## src/rtl/decode_stage_fwd_if.sv

```systemverilog
// Bundle of every non-clock/reset signal of the decode stage.
// master: the decode stage itself; slave: the fetch/GRF/forwarding/execute side.
interface decode_stage_fwd_if #(
    parameter int unsigned DATA_W = 32,
    parameter int unsigned N_FWD  = 2
);
    // Fetch side
    logic                      in_valid;
    logic                      in_ready;
    logic [31:0]               in_inst;
    logic [DATA_W-1:0]         in_pc4;

    // Register file read ports
    logic [4:0]                grf_addr_1;
    logic [4:0]                grf_addr_2;
    logic [DATA_W-1:0]         grf_data_1;
    logic [DATA_W-1:0]         grf_data_2;

    // Forwarding channels, index 0 is the youngest producer
    logic [N_FWD-1:0]          fwd_valid;
    logic [N_FWD-1:0]          fwd_pending;
    logic [5*N_FWD-1:0]        fwd_addr;
    logic [DATA_W*N_FWD-1:0]   fwd_data;

    // Execute side
    logic                      out_valid;
    logic                      out_ready;
    logic [31:0]               out_inst;
    logic [DATA_W-1:0]         out_rs;
    logic [DATA_W-1:0]         out_rt;
    logic [DATA_W-1:0]         out_imm;
    logic [DATA_W-1:0]         out_do;

    // Fetch redirect
    logic                      pc_jump;
    logic [DATA_W-1:0]         npc_target;

    modport master (
        input  in_valid, in_inst, in_pc4,
        output in_ready,
        output grf_addr_1, grf_addr_2,
        input  grf_data_1, grf_data_2,
        input  fwd_valid, fwd_pending, fwd_addr, fwd_data,
        output out_valid, out_inst, out_rs, out_rt, out_imm, out_do,
        input  out_ready,
        output pc_jump, npc_target
    );

    modport slave (
        output in_valid, in_inst, in_pc4,
        input  in_ready,
        input  grf_addr_1, grf_addr_2,
        output grf_data_1, grf_data_2,
        output fwd_valid, fwd_pending, fwd_addr, fwd_data,
        input  out_valid, out_inst, out_rs, out_rt, out_imm, out_do,
        output out_ready,
        input  pc_jump, npc_target
    );
endinterface

```

## src/rtl/decode_stage_fwd.sv

```systemverilog
// MIPS instruction-decode stage: IF/ID register, GRF read with operand
// forwarding and hazard stall, branch/jump resolution in ID (one delay slot,
// never flushes) and an ID/EX output register with valid/ready handshake.
module decode_stage_fwd #(
    parameter int unsigned DATA_W = 32,
    parameter int unsigned N_FWD  = 2
) (
    input  logic               clk,
    input  logic               reset,
    decode_stage_fwd_if.master bus
);

    localparam logic [5:0] OP_RTYPE = 6'h00;
    localparam logic [5:0] OP_J     = 6'h02;
    localparam logic [5:0] OP_JAL   = 6'h03;
    localparam logic [5:0] OP_BEQ   = 6'h04;
    localparam logic [5:0] OP_BNE   = 6'h05;
    localparam logic [5:0] OP_ORI   = 6'h0D;
    localparam logic [5:0] OP_LUI   = 6'h0F;
    localparam logic [5:0] OP_LW    = 6'h23;
    localparam logic [5:0] OP_SW    = 6'h2B;

    localparam logic [5:0] FN_JR    = 6'h08;
    localparam logic [5:0] FN_ADDU  = 6'h21;
    localparam logic [5:0] FN_SUBU  = 6'h23;

    localparam logic [DATA_W-1:0] LINK_OFS = {{(DATA_W-3){1'b0}}, 3'b100};

    // IF/ID register
    logic              id_valid_q, id_valid_d;
    logic [31:0]       id_inst_q, id_inst_d;
    logic [DATA_W-1:0] id_pc4_q, id_pc4_d;

    // ID/EX register
    logic              out_valid_q, out_valid_d;
    logic [31:0]       out_inst_q, out_inst_d;
    logic [DATA_W-1:0] out_rs_q, out_rs_d;
    logic [DATA_W-1:0] out_rt_q, out_rt_d;
    logic [DATA_W-1:0] out_imm_q, out_imm_d;
    logic [DATA_W-1:0] out_do_q, out_do_d;

    // Decode
    logic [31:0] inst;
    logic [5:0]  opcode;
    logic [5:0]  funct;
    logic [4:0]  rs_addr;
    logic [4:0]  rt_addr;
    logic [15:0] imm16;
    logic        is_addu, is_subu, is_ori, is_lui, is_lw, is_sw;
    logic        is_beq, is_bne, is_j, is_jal, is_jr;
    logic        rs_used, rt_used;

    // Operand resolution
    logic [DATA_W-1:0] rs_val, rt_val;
    logic              rs_hit, rt_hit;
    logic              rs_stall, rt_stall;
    logic              hazard;
    logic              advance;
    logic              accept;

    // Immediates and ID-computed values
    logic [DATA_W-1:0] imm_sext, imm_zext;
    logic [DATA_W-1:0] imm_ext;
    logic [DATA_W-1:0] do_val;
    logic [DATA_W-1:0] br_target, j_target;
    logic              pc_jump;
    logic [DATA_W-1:0] npc_target;

    // An empty IF/ID register presents an all-zero word, which is the nop.
    assign inst    = id_valid_q ? id_inst_q : 32'h0;
    assign opcode  = inst[31:26];
    assign funct   = inst[5:0];
    assign rs_addr = inst[25:21];
    assign imm16   = inst[15:0];

    // Opcode decode; unsupported encodings fall through as nop.
    always_comb begin
        is_addu = 1'b0;
        is_subu = 1'b0;
        is_jr   = 1'b0;
        is_ori  = 1'b0;
        is_lui  = 1'b0;
        is_lw   = 1'b0;
        is_sw   = 1'b0;
        is_beq  = 1'b0;
        is_bne  = 1'b0;
        is_j    = 1'b0;
        is_jal  = 1'b0;
        case (opcode)
            OP_RTYPE: begin
                case (funct)
                    FN_ADDU: is_addu = 1'b1;
                    FN_SUBU: is_subu = 1'b1;
                    FN_JR:   is_jr   = 1'b1;
                    default: ;
                endcase
            end
            OP_ORI:  is_ori = 1'b1;
            OP_LUI:  is_lui = 1'b1;
            OP_LW:   is_lw  = 1'b1;
            OP_SW:   is_sw  = 1'b1;
            OP_BEQ:  is_beq = 1'b1;
            OP_BNE:  is_bne = 1'b1;
            OP_J:    is_j   = 1'b1;
            OP_JAL:  is_jal = 1'b1;
            default: ;
        endcase
    end

    assign rs_used = is_addu | is_subu | is_ori | is_lw | is_sw | is_beq | is_bne | is_jr;
    assign rt_used = is_addu | is_subu | is_sw | is_beq | is_bne;
    // Port 2 reads $0 when rt is unused so it can never match a producer.
    assign rt_addr = rt_used ? inst[20:16] : 5'd0;

    assign bus.grf_addr_1 = rs_addr;
    assign bus.grf_addr_2 = rt_addr;

    // Operand resolution: first matching channel wins, even if it is pending.
    always_comb begin
        rs_val   = bus.grf_data_1;
        rt_val   = bus.grf_data_2;
        rs_hit   = 1'b0;
        rt_hit   = 1'b0;
        rs_stall = 1'b0;
        rt_stall = 1'b0;
        for (int i = 0; i < N_FWD; i++) begin
            if (!rs_hit && bus.fwd_valid[i] && (bus.fwd_addr[5*i +: 5] == rs_addr)) begin
                rs_hit = 1'b1;
                if (bus.fwd_pending[i]) begin
                    rs_stall = 1'b1;
                end else begin
                    rs_val = bus.fwd_data[DATA_W*i +: DATA_W];
                end
            end
            if (!rt_hit && bus.fwd_valid[i] && (bus.fwd_addr[5*i +: 5] == rt_addr)) begin
                rt_hit = 1'b1;
                if (bus.fwd_pending[i]) begin
                    rt_stall = 1'b1;
                end else begin
                    rt_val = bus.fwd_data[DATA_W*i +: DATA_W];
                end
            end
        end
        // $0 is hardwired: ignore GRF contents and any producer claiming it.
        if (rs_addr == 5'd0) begin
            rs_val   = '0;
            rs_stall = 1'b0;
        end
        if (rt_addr == 5'd0) begin
            rt_val   = '0;
            rt_stall = 1'b0;
        end
    end

    assign hazard  = (rs_used & rs_stall) | (rt_used & rt_stall);
    assign advance = id_valid_q & ~hazard & (~out_valid_q | bus.out_ready);
    assign accept  = bus.in_valid & bus.in_ready;

    assign bus.in_ready = ~id_valid_q | advance;

    assign imm_sext  = {{(DATA_W-16){imm16[15]}}, imm16};
    assign imm_zext  = {{(DATA_W-16){1'b0}}, imm16};
    assign br_target = id_pc4_q + (imm_sext << 2);
    assign j_target  = {id_pc4_q[DATA_W-1:28], inst[25:0], 2'b00};

    // Immediate extension and the value produced directly in ID.
    always_comb begin
        imm_ext = '0;
        do_val  = '0;
        if (is_ori || is_lui) begin
            imm_ext = imm_zext;
        end else if (is_lw || is_sw || is_beq || is_bne) begin
            imm_ext = imm_sext;
        end
        if (is_jal) begin
            do_val = id_pc4_q + LINK_OFS;
        end else if (is_lui) begin
            do_val = imm_zext << 16;
        end
    end

    // Fetch redirect, only while the branch/jump actually leaves ID.
    always_comb begin
        pc_jump    = 1'b0;
        npc_target = '0;
        if (advance) begin
            if (is_beq) begin
                pc_jump    = (rs_val == rt_val);
                npc_target = br_target;
            end else if (is_bne) begin
                pc_jump    = (rs_val != rt_val);
                npc_target = br_target;
            end else if (is_j || is_jal) begin
                pc_jump    = 1'b1;
                npc_target = j_target;
            end else if (is_jr) begin
                pc_jump    = 1'b1;
                npc_target = rs_val;
            end
        end
    end

    assign bus.pc_jump    = pc_jump;
    assign bus.npc_target = npc_target;

    // IF/ID next state: load on accept, drain on advance, else hold.
    always_comb begin
        id_valid_d = id_valid_q;
        id_inst_d  = id_inst_q;
        id_pc4_d   = id_pc4_q;
        if (accept) begin
            id_valid_d = 1'b1;
            id_inst_d  = bus.in_inst;
            id_pc4_d   = bus.in_pc4;
        end else if (advance) begin
            id_valid_d = 1'b0;
        end
    end

    // ID/EX next state: load on advance, bubble when consumed, else hold.
    always_comb begin
        out_valid_d = out_valid_q;
        out_inst_d  = out_inst_q;
        out_rs_d    = out_rs_q;
        out_rt_d    = out_rt_q;
        out_imm_d   = out_imm_q;
        out_do_d    = out_do_q;
        if (advance) begin
            out_valid_d = 1'b1;
            out_inst_d  = inst;
            out_rs_d    = rs_val;
            out_rt_d    = rt_val;
            out_imm_d   = imm_ext;
            out_do_d    = do_val;
        end else if (bus.out_ready) begin
            out_valid_d = 1'b0;
        end
    end

    // State registers with asynchronous active-low reset.
    always_ff @(posedge clk or negedge reset) begin
        if (!reset) begin
            id_valid_q  <= 1'b0;
            id_inst_q   <= 32'h0;
            id_pc4_q    <= '0;
            out_valid_q <= 1'b0;
            out_inst_q  <= 32'h0;
            out_rs_q    <= '0;
            out_rt_q    <= '0;
            out_imm_q   <= '0;
            out_do_q    <= '0;
        end else begin
            id_valid_q  <= id_valid_d;
            id_inst_q   <= id_inst_d;
            id_pc4_q    <= id_pc4_d;
            out_valid_q <= out_valid_d;
            out_inst_q  <= out_inst_d;
            out_rs_q    <= out_rs_d;
            out_rt_q    <= out_rt_d;
            out_imm_q   <= out_imm_d;
            out_do_q    <= out_do_d;
        end
    end

    assign bus.out_valid = out_valid_q;
    assign bus.out_inst  = out_inst_q;
    assign bus.out_rs    = out_rs_q;
    assign bus.out_rt    = out_rt_q;
    assign bus.out_imm   = out_imm_q;
    assign bus.out_do    = out_do_q;

endmodule

```

## src/flat_wrapper.sv

```systemverilog
// flat-port wrapper written by rule: the top's interface ports become plain ports
module decode_stage_fwd_flat 
#(
    parameter int unsigned DATA_W = 32,
    parameter int unsigned N_FWD  = 2
)
  (clk, reset, bus_in_valid, bus_in_inst, bus_in_pc4, bus_in_ready, bus_grf_addr_1, bus_grf_addr_2, bus_grf_data_1, bus_grf_data_2, bus_fwd_valid, bus_fwd_pending, bus_fwd_addr, bus_fwd_data, bus_out_valid, bus_out_inst, bus_out_rs, bus_out_rt, bus_out_imm, bus_out_do, bus_out_ready, bus_pc_jump, bus_npc_target);
  decode_stage_fwd_if #(.DATA_W(DATA_W), .N_FWD(N_FWD)) bus_i ();
  input  logic clk;
  input  logic reset;
  input wire logic [$bits(bus_i.in_valid)-1:0] bus_in_valid;
  input wire logic [$bits(bus_i.in_inst)-1:0] bus_in_inst;
  input wire logic [$bits(bus_i.in_pc4)-1:0] bus_in_pc4;
  output wire logic [$bits(bus_i.in_ready)-1:0] bus_in_ready;
  output wire logic [$bits(bus_i.grf_addr_1)-1:0] bus_grf_addr_1;
  output wire logic [$bits(bus_i.grf_addr_2)-1:0] bus_grf_addr_2;
  input wire logic [$bits(bus_i.grf_data_1)-1:0] bus_grf_data_1;
  input wire logic [$bits(bus_i.grf_data_2)-1:0] bus_grf_data_2;
  input wire logic [$bits(bus_i.fwd_valid)-1:0] bus_fwd_valid;
  input wire logic [$bits(bus_i.fwd_pending)-1:0] bus_fwd_pending;
  input wire logic [$bits(bus_i.fwd_addr)-1:0] bus_fwd_addr;
  input wire logic [$bits(bus_i.fwd_data)-1:0] bus_fwd_data;
  output wire logic [$bits(bus_i.out_valid)-1:0] bus_out_valid;
  output wire logic [$bits(bus_i.out_inst)-1:0] bus_out_inst;
  output wire logic [$bits(bus_i.out_rs)-1:0] bus_out_rs;
  output wire logic [$bits(bus_i.out_rt)-1:0] bus_out_rt;
  output wire logic [$bits(bus_i.out_imm)-1:0] bus_out_imm;
  output wire logic [$bits(bus_i.out_do)-1:0] bus_out_do;
  input wire logic [$bits(bus_i.out_ready)-1:0] bus_out_ready;
  output wire logic [$bits(bus_i.pc_jump)-1:0] bus_pc_jump;
  output wire logic [$bits(bus_i.npc_target)-1:0] bus_npc_target;
  assign bus_i.in_valid = bus_in_valid;
  assign bus_i.in_inst = bus_in_inst;
  assign bus_i.in_pc4 = bus_in_pc4;
  assign bus_in_ready = bus_i.in_ready;
  assign bus_grf_addr_1 = bus_i.grf_addr_1;
  assign bus_grf_addr_2 = bus_i.grf_addr_2;
  assign bus_i.grf_data_1 = bus_grf_data_1;
  assign bus_i.grf_data_2 = bus_grf_data_2;
  assign bus_i.fwd_valid = bus_fwd_valid;
  assign bus_i.fwd_pending = bus_fwd_pending;
  assign bus_i.fwd_addr = bus_fwd_addr;
  assign bus_i.fwd_data = bus_fwd_data;
  assign bus_out_valid = bus_i.out_valid;
  assign bus_out_inst = bus_i.out_inst;
  assign bus_out_rs = bus_i.out_rs;
  assign bus_out_rt = bus_i.out_rt;
  assign bus_out_imm = bus_i.out_imm;
  assign bus_out_do = bus_i.out_do;
  assign bus_i.out_ready = bus_out_ready;
  assign bus_pc_jump = bus_i.pc_jump;
  assign bus_npc_target = bus_i.npc_target;
  decode_stage_fwd #(.DATA_W(DATA_W), .N_FWD(N_FWD)) u_core (.clk(clk), .reset(reset), .bus(bus_i));
endmodule
```

## config.mk

```make
export PLATFORM = sky130hd
export DESIGN_NAME = decode_stage_fwd_flat
export DESIGN_NICKNAME = d
export VERILOG_FILES = /design/src/rtl/decode_stage_fwd_if.sv /design/src/rtl/decode_stage_fwd.sv /design/src/flat_wrapper.sv
export SDC_FILE = /design/constraint.sdc
export NUM_CORES = 1
export LEC_CHECK = 0
export ABC_AREA = 1
export BUFFER_PORTS_ARGS = -buffer_cell sky130_fd_sc_hd__buf_4
export CORE_ASPECT_RATIO = 1.2
export CORE_UTILIZATION = 40
export CTS_CLUSTER_SIZE = 28
export DETAILED_ROUTE_END_ITERATION = 7
export SLEW_MARGIN = 5
export SYNTH_ARGS = -nofsm -noshare
export SYNTH_HDL_FRONTEND = slang
export SYNTH_SLANG_ARGS = --single-unit
```

## constraint.sdc

```tcl
create_clock -name clk -period 3.8 [get_ports clk]
set_input_delay 0 -clock clk [delete_from_list [all_inputs] [get_ports clk]]
set_output_delay 0 -clock clk [all_outputs]
set_load 0.02 [all_outputs]
```

; Word level (Yosys, flattened, before mapping)
; Index checks and enable logic that the tools add are counted.
[word_totals]
output_inout_bits = 205
inputBits = 210
reg_bits = 226
elab_cells = 122
[op_classes]
bitwise_logic = 21
mux = 55
n_reduce_logical = 18
n_addsub = 2
n_eq_ne = 17
[ops]
columns = operator, count
row1 = $mux W32, 20
row2 = $mux W1, 34
row3 = $add A32 B3 Y32 const B, 1
row4 = $add A32 B32 Y32, 1
row5 = $eq A32 B32 Y1, 1
row6 = $ne A32 B32 Y1, 1
row7 = $eq A6 B6 Y1 const B, 4
row8 = $eq A5 B5 Y1, 4
row9 = $eq A6 B4 Y1 const B, 3
row10 = $or A1 B1 Y1, 13
row11 = $eq A6 B2 Y1 const B, 2
row12 = $eq A6 B3 Y1 const B, 2
row13 = $logic_not A5 Y1, 2
row14 = $logic_and A1 B1 Y1, 6
row15 = $logic_not A6 Y1, 1
row16 = $and A1 B1 Y1, 5
row17 = $logic_or A1 B1 Y1, 5
row18 = $mux W5, 1
row19 = $reduce_bool A2 Y1, 2
row20 = $not A1 Y1, 3
row21 = $logic_not A1 Y1, 2

; Logic depth before layout (Yosys ltp)
[depth]
depth_word = 25
mapped_depth = 31
mapped_depth_nobuf = 27

; Worst setup path after synthesis
; OpenSTA, ideal clock, no wires.
[synth_path]
kind = register to output
from = register u_core.id_valid_q
to = output port bus_npc_target[28]
path_stages_with_launch = 28
t_arrival_ns = 3.025
path_buffers = 3
slack_ns = 0.775
t_required_ns = 3.800
cell_sequence = dfrtp_1 -> buf_6 -> buf_6 -> buf_2 -> nand2_1 -> inv_1 -> nand2_1 -> nand2_1 -> inv_1 -> ha_1 -> inv_1 -> nand2_1 -> a31oi_1 -> nor2_1 -> nor2_1 -> o21bai_1 -> nand3_1 -> nand2_1 -> nand2_1 -> nand2_1 -> nand2_1 -> nand2_1 -> a21oi_1 -> o21ai_0 -> o21ai_0 -> a21oi_1 -> nor2_1 -> nor2_1
[synth_via]
elab_chain_cells = 23
[synth_rtl]
columns = element, line_no
row1 = from (decl), decode_stage_fwd.sv:30  ; logic id_valid_q, id_valid_d;
row2 = from (signal assigned), decode_stage_fwd.sv:253  ; id_valid_q <= id_valid_d;
row3 = $mux W32, decode_stage_fwd.sv:70  ; assign inst = id_valid_q ? id_inst_q : 32'h0;
row4 = $eq A6 B6 Y1, decode_stage_fwd.sv:91  ; case (funct)
row5 = $mux W1, decode_stage_fwd.sv:91
row6 = $mux W1, decode_stage_fwd.sv:89  ; case (opcode)
row7 = $or A1 B1 Y1, "decode_stage_fwd.sv:110, decode_stage_fwd.sv:111"
row8 = $or A1 B1 Y1 (3 in a row), decode_stage_fwd.sv:111  ; assign rt_used = is_addu | is_subu | is_sw | is_beq | is_bne;
row9 = $mux W5, decode_stage_fwd.sv:113  ; assign rt_addr = rt_used ? inst[20:16] : 5'd0;
row10 = $eq A5 B5 Y1, decode_stage_fwd.sv:135  ; if (!rt_hit && bus.fwd_valid[i] && (bus.fwd_addr[5*i +: 5] == rt_addr)) begin
row11 = (+3 left out), --
row12 = $logic_and A1 B1 Y1 (2 in a row), decode_stage_fwd.sv:135
row13 = $mux W1, decode_stage_fwd.sv:135
row14 = $mux W1, decode_stage_fwd.sv:149  ; if (rt_addr == 5'd0) begin
row15 = $and A1 B1 Y1, decode_stage_fwd.sv:155  ; assign hazard = (rs_used & rs_stall) | (rt_used & rt_stall);
row16 = $or A1 B1 Y1, decode_stage_fwd.sv:155
row17 = $not A1 Y1, decode_stage_fwd.sv:156  ; assign advance = id_valid_q & ~hazard & (~out_valid_q | bus.out_ready);
row18 = $and A1 B1 Y1 (2 in a row), decode_stage_fwd.sv:156
row19 = $mux W32 (*), decode_stage_fwd.sv:186  ; if (advance) begin
row20 = to (decl), flat_wrapper.sv:31  ; output wire logic [$bits(bus_i.npc_target)-1:0] bus_npc_target;
; Every way passes the cells marked *; elsewhere a longest branch is shown, timed or not.

; Worst setup path in the final report
[layout_path]
from = register u_core.id_valid_q
to = output port bus_pc_jump
[layout_via]
elab_chain_cells = 23
[layout_rtl]
columns = element, line_no
row1 = branches (longest 22 deep; another with $mux W32), --
row2 = $mux W1 (*), decode_stage_fwd.sv:186
row3 = to (decl), flat_wrapper.sv:30  ; output wire logic [$bits(bus_i.pc_jump)-1:0] bus_pc_jump;
; Every way passes the cells marked *.

==> reports/summary.log <==
INFO  run_status     outcome=finished with violations
INFO  run_status     failed_checks=negative setup slack
INFO  floorplan      core_area=0.0359mm^2
INFO  timing         grt_setup_unrepaired=true
INFO  setup_path     timing.critical_path.cells=bufbuf_16 > nand2_1 > xor2_1 > nor4_4 > nand2_2 > nor2_4 > buf_12 > o21ai_0 > nand2_1 > nand3_1 > buf_4 > nand2_1 > nand2_1 > nand2_1 > nor2_1 > nand2_1 > nor2_2 > nand2_2 > a21oi_2 > nor2_4 > buf_6
INFO  clocking       cts.sinks=211
INFO  job            drv_cap=0
INFO  power          vdd_ir_drop_max=0.000490V
INFO  setup_path     worstPathRequired=3.80ns
INFO  cells_and_area fin_nets=2,988
INFO  setup_path     setup.worst_path.start_class=flop
INFO  detailed_routing wl_per_cell=22.2um
INFO  place          place.port_buffers=414
INFO  floorplan      start_util=0.407
INFO  synthesis      post_synth_num_cell_types=47
INFO  detailed_routing detailedRoute.firstPassIterationCount=6
INFO  cells_and_area area_growth_syn_to_layout=52.7%
INFO  place          dp_hpwl=52,800um
INFO  timing         drv_slew=0
INFO  synthesis      yosysTopAreaCell=dfrtp_1
INFO  synthesis      number_of_enable_flip_flop_cells_after_synthesis=0
INFO  clocking       max-clock-path-buffers=3
INFO  clocking       clkTransAtPathRegs=0.06ns
INFO  timing         clock_skew=0.0190ns
INFO  cells_and_area n_fill_cell=3,318
INFO  setup_path     worst_ep_arrival_time=4.11ns
INFO  setup_path     crit_type=flop to primary output
INFO  synthesis      syn_avg_cell_area=6.77um^2
INFO  setup_path     crit_path_max_fanout=16
INFO  synthesis      synth-async-reset-ratio=1.00
INFO  timing         postLayoutSetupSlackWorst=-0.310ns
INFO  clocking       cts_root_buffer=clkbuf_16
INFO  synthesis      cell_area_after_synthesis=0.0146mm^2
INFO  setup_path     crit_path_frequent_cell=nand2_1
INFO  synthesis      mappedNetlistNets=2,398
INFO  timing         tightest_slew=0.904ns
INFO  cells_and_area multi_input_comb_area=0.00863mm^2
INFO  clocking       clk-insertion-delay-late=0.57ns
INFO  detailed_routing route.vias.total=17,900
INFO  global_routing via_count_of_the_first_global_routing_pass=17,200
INFO  timing         relSlewSlack=0.397
INFO  synthesis      ys_dominant_reg_cell=dfrtp_1
INFO  floorplan      fp.dieArea=0.0373mm^2
INFO  timing         timing.fmax=0.243GHz
INFO  power          power-per-cell-area=875mW/mm^2
INFO  clocking       tritoncts=yes
INFO  timing         setup-violations-final=11
INFO  clocking       cts_max_level=1
INFO  detailed_routing antenna_left=0
INFO  timing         worst_hold_slack=0.00311ns
INFO  timing         fin_tns_setup=-1.42ns
INFO  place          placement.setup.worst_slack=-0.133ns
INFO  floorplan      die_height=211um
INFO  floorplan      num_io_pins=415
INFO  synthesis      seq_area_frac_synth=0.361
INFO  setup_path     critical_path.top_delay_family=simple AND/OR/NAND/NOR gates
INFO  timing         period_minus_slack=4.11ns
INFO  detailed_routing drt-initial-drc-count=1,518
INFO  global_routing wire_length_of_the_first_global_routing_pass=103,000um
INFO  setup_path     cp.buffers_inverters=4
INFO  floorplan      floorplan.die.width=177um
INFO  power          static-leakage-power=11.4nW
INFO  detailed_routing routed_via_count_divided_by_cell_count=5.52
INFO  global_routing gr-total-overflow=0
INFO  setup_path     crit_path_max_incr_delay=0.46ns
INFO  cells_and_area regArea=0.00528mm^2
INFO  detailed_routing drt_drc_violations_left=0
INFO  setup_path     cell_at_the_slowest_stage_of_the_critical_path=dfrtp_2
INFO  cells_and_area drive_gt1_frac=0.320
INFO  global_routing grt_util_all_layers=0.366
INFO  clocking       numCtsBuffers=25
INFO  place          gp_congestion=1.00
INFO  synthesis      ys_seq_elements=211
INFO  worst_hold_path hold_path.class=input port to flop
INFO  synthesis      area_share_of_the_leading_cell_type_in_the_synthesized_netlist=0.361
INFO  timing         final-hold-violation-count=0
INFO  power          total_power=19.5mW
INFO  global_routing grt_start_max_net_pins=108
INFO  timing         fin_crit_sh=1.08
INFO  global_routing initial_antenna_violation_count=2
INFO  synthesis      synth.yosys.warnings=0
INFO  synthesis      synthesis.instances=2,158
INFO  setup_path     cp-end-kind=primary output
INFO  detailed_routing postRouteWirelength=71,800um
INFO  floorplan      placement_rows=76
INFO  synthesis      dominant_cells_by_area_after_synthesis=dfrtp_1 (36%), nand2_1 (16%), o21ai_0 (7.3%)
[stage by stage]
stage	utilization	instances	cell area, um^2
final	0.621	3235	22300
after global routing	0.621	3235	22300
after CTS	0.588	3184	21100
after detailed placement	0.516	3008	18500
after global placement	0.516	3008	18500
after floorplan	-	2158	14600
[power breakdown]
part           switching, mW  internal, mW  leakage, nW
logic                   7.75          5.22         8.27
registers              0.877          3.13         2.68
clock network           1.05          1.51        0.418
total                   9.67          9.86         11.4
[sequential cells by signal (all words and copies together), names as in the netlist]
name / flops
u_core.id_valid_q: 1
u_core.bus.out_inst: 32
u_core.bus.out_do: 32
u_core.id_pc4_q: 32
u_core.bus.out_rt: 32
u_core.bus.out_rs: 32
u_core.id_inst_q: 32
u_core.bus.out_valid: 1
u_core.bus.out_imm: 17
[cell type report]
cell class	count	share of cell area
timing repair buffer	691	0.276
inverter	209	0.0358
multi-input combinational	1610	0.387
clock inverter	9	0.00617
clock buffer	35	0.0320
antenna	2	0.000224
sequential	211	0.237
tap	468	0.0262
[layer usage]
layer / routed length [um] / GRT usage / vias to the layer above
li1: - / - / 8234
met1: 26600 / 0.426 / 8446
met2: 34600 / 0.632 / 938
met3: 5230 / 0.0467 / 239
met4: 5360 / 0.234 / 0
met5: 0 / 0 / -
[repair_timing]
action,in CTS,in global routing
gates cloned,9,7
setup buffers,34,43
hold endpoints to repair,185,0
pin swaps,32,53
endpoints found under the setup margin,33,69
hold buffers,89,0
resized for setup,98,178
[layout by cell type, fill, tap and decap left out, drive strengths merged, types with 3 or more instances in the layout]
cell	synthesis	layout
clkbuf	57	42
dfrtp	211	211
bufbuf	0	4
dlygate4sd3	0	89
nor3	23	23
o21a	3	3
nor2	192	192
xor2	15	15
o31ai	5	5
clkinv	10	14
inv	199	199
bufinv	0	3
a2bb2oi	6	6
o211ai	3	3
o21bai	4	4
or2	18	18
a21oi	172	172
o22ai	4	4
mux2	35	35
nand3b	26	26
buf	71	591
ha	30	30
nand3	150	150
a31oi	12	12
nor4	5	5
nand4	21	21
nand2	638	638
o21ai	237	237
[synthesized netlist by cell type (all sizes together) (23+ instances only)]
library cell,n
nand3,150
clkbuf,57
nor3,23
a21oi,172
nand3b,26
nand2,638
nor2,192
ha,30
dfrtp,211
inv,199
mux2,35
buf,71
o21ai,237
[tightest hold or removal path: stages]
cell     delay (ns)
buf_4          0.11
inv_1          0.07
nand2_1        0.07
o21ai_2        0.05
nand2_1        0.06
nand2_1        0.08
o21ai_0        0.09
[kinds of logic (layout without fill, tap and decap cells)]
family	after synthesis	count (layout)	share of synthesized area
buffers and inverters	337	944	0.101
muxes	35	35	0.0270
DFF	211	211	0.361
xor gates and xnor gates	15	15	0.00899
other	0	2	0
adders and majority gates	30	30	0.0257
and+or+nand+nor	1075	1075	0.313
AOI/OAI and AO/OA	455	455	0.163
[final timing paths]
check / startpoint / endpoint / depth (start not counted) / slack [ns]
setup / recovery: u_core.id_valid_q$_DFFE_PN0P_ / bus_pc_jump / 21 / -0.31
hold / removal: bus_grf_data_2[24] / u_core.bus.out_rt[24]$_DFFE_PN0P_ / 7 / 0.003
setup reg to reg: u_core.id_valid_q$_DFFE_PN0P_ / u_core.id_inst_q[23]$_DFFE_PN0P_ / 26 / 0.19
hold reg to reg: u_core.bus.out_imm[5]$_DFFE_PN0P_ / u_core.bus.out_imm[5]$_DFFE_PN0P_ / 2 / 0.48
max in group asynchronous: reset / u_core.id_pc4_q[18]$_DFFE_PN0P_ / 3 / 2.44
min in group asynchronous: reset / u_core.bus.out_rt[26]$_DFFE_PN0P_ / 2 / 0.09
No activity file was read; power rests on OpenSTA's default activity.
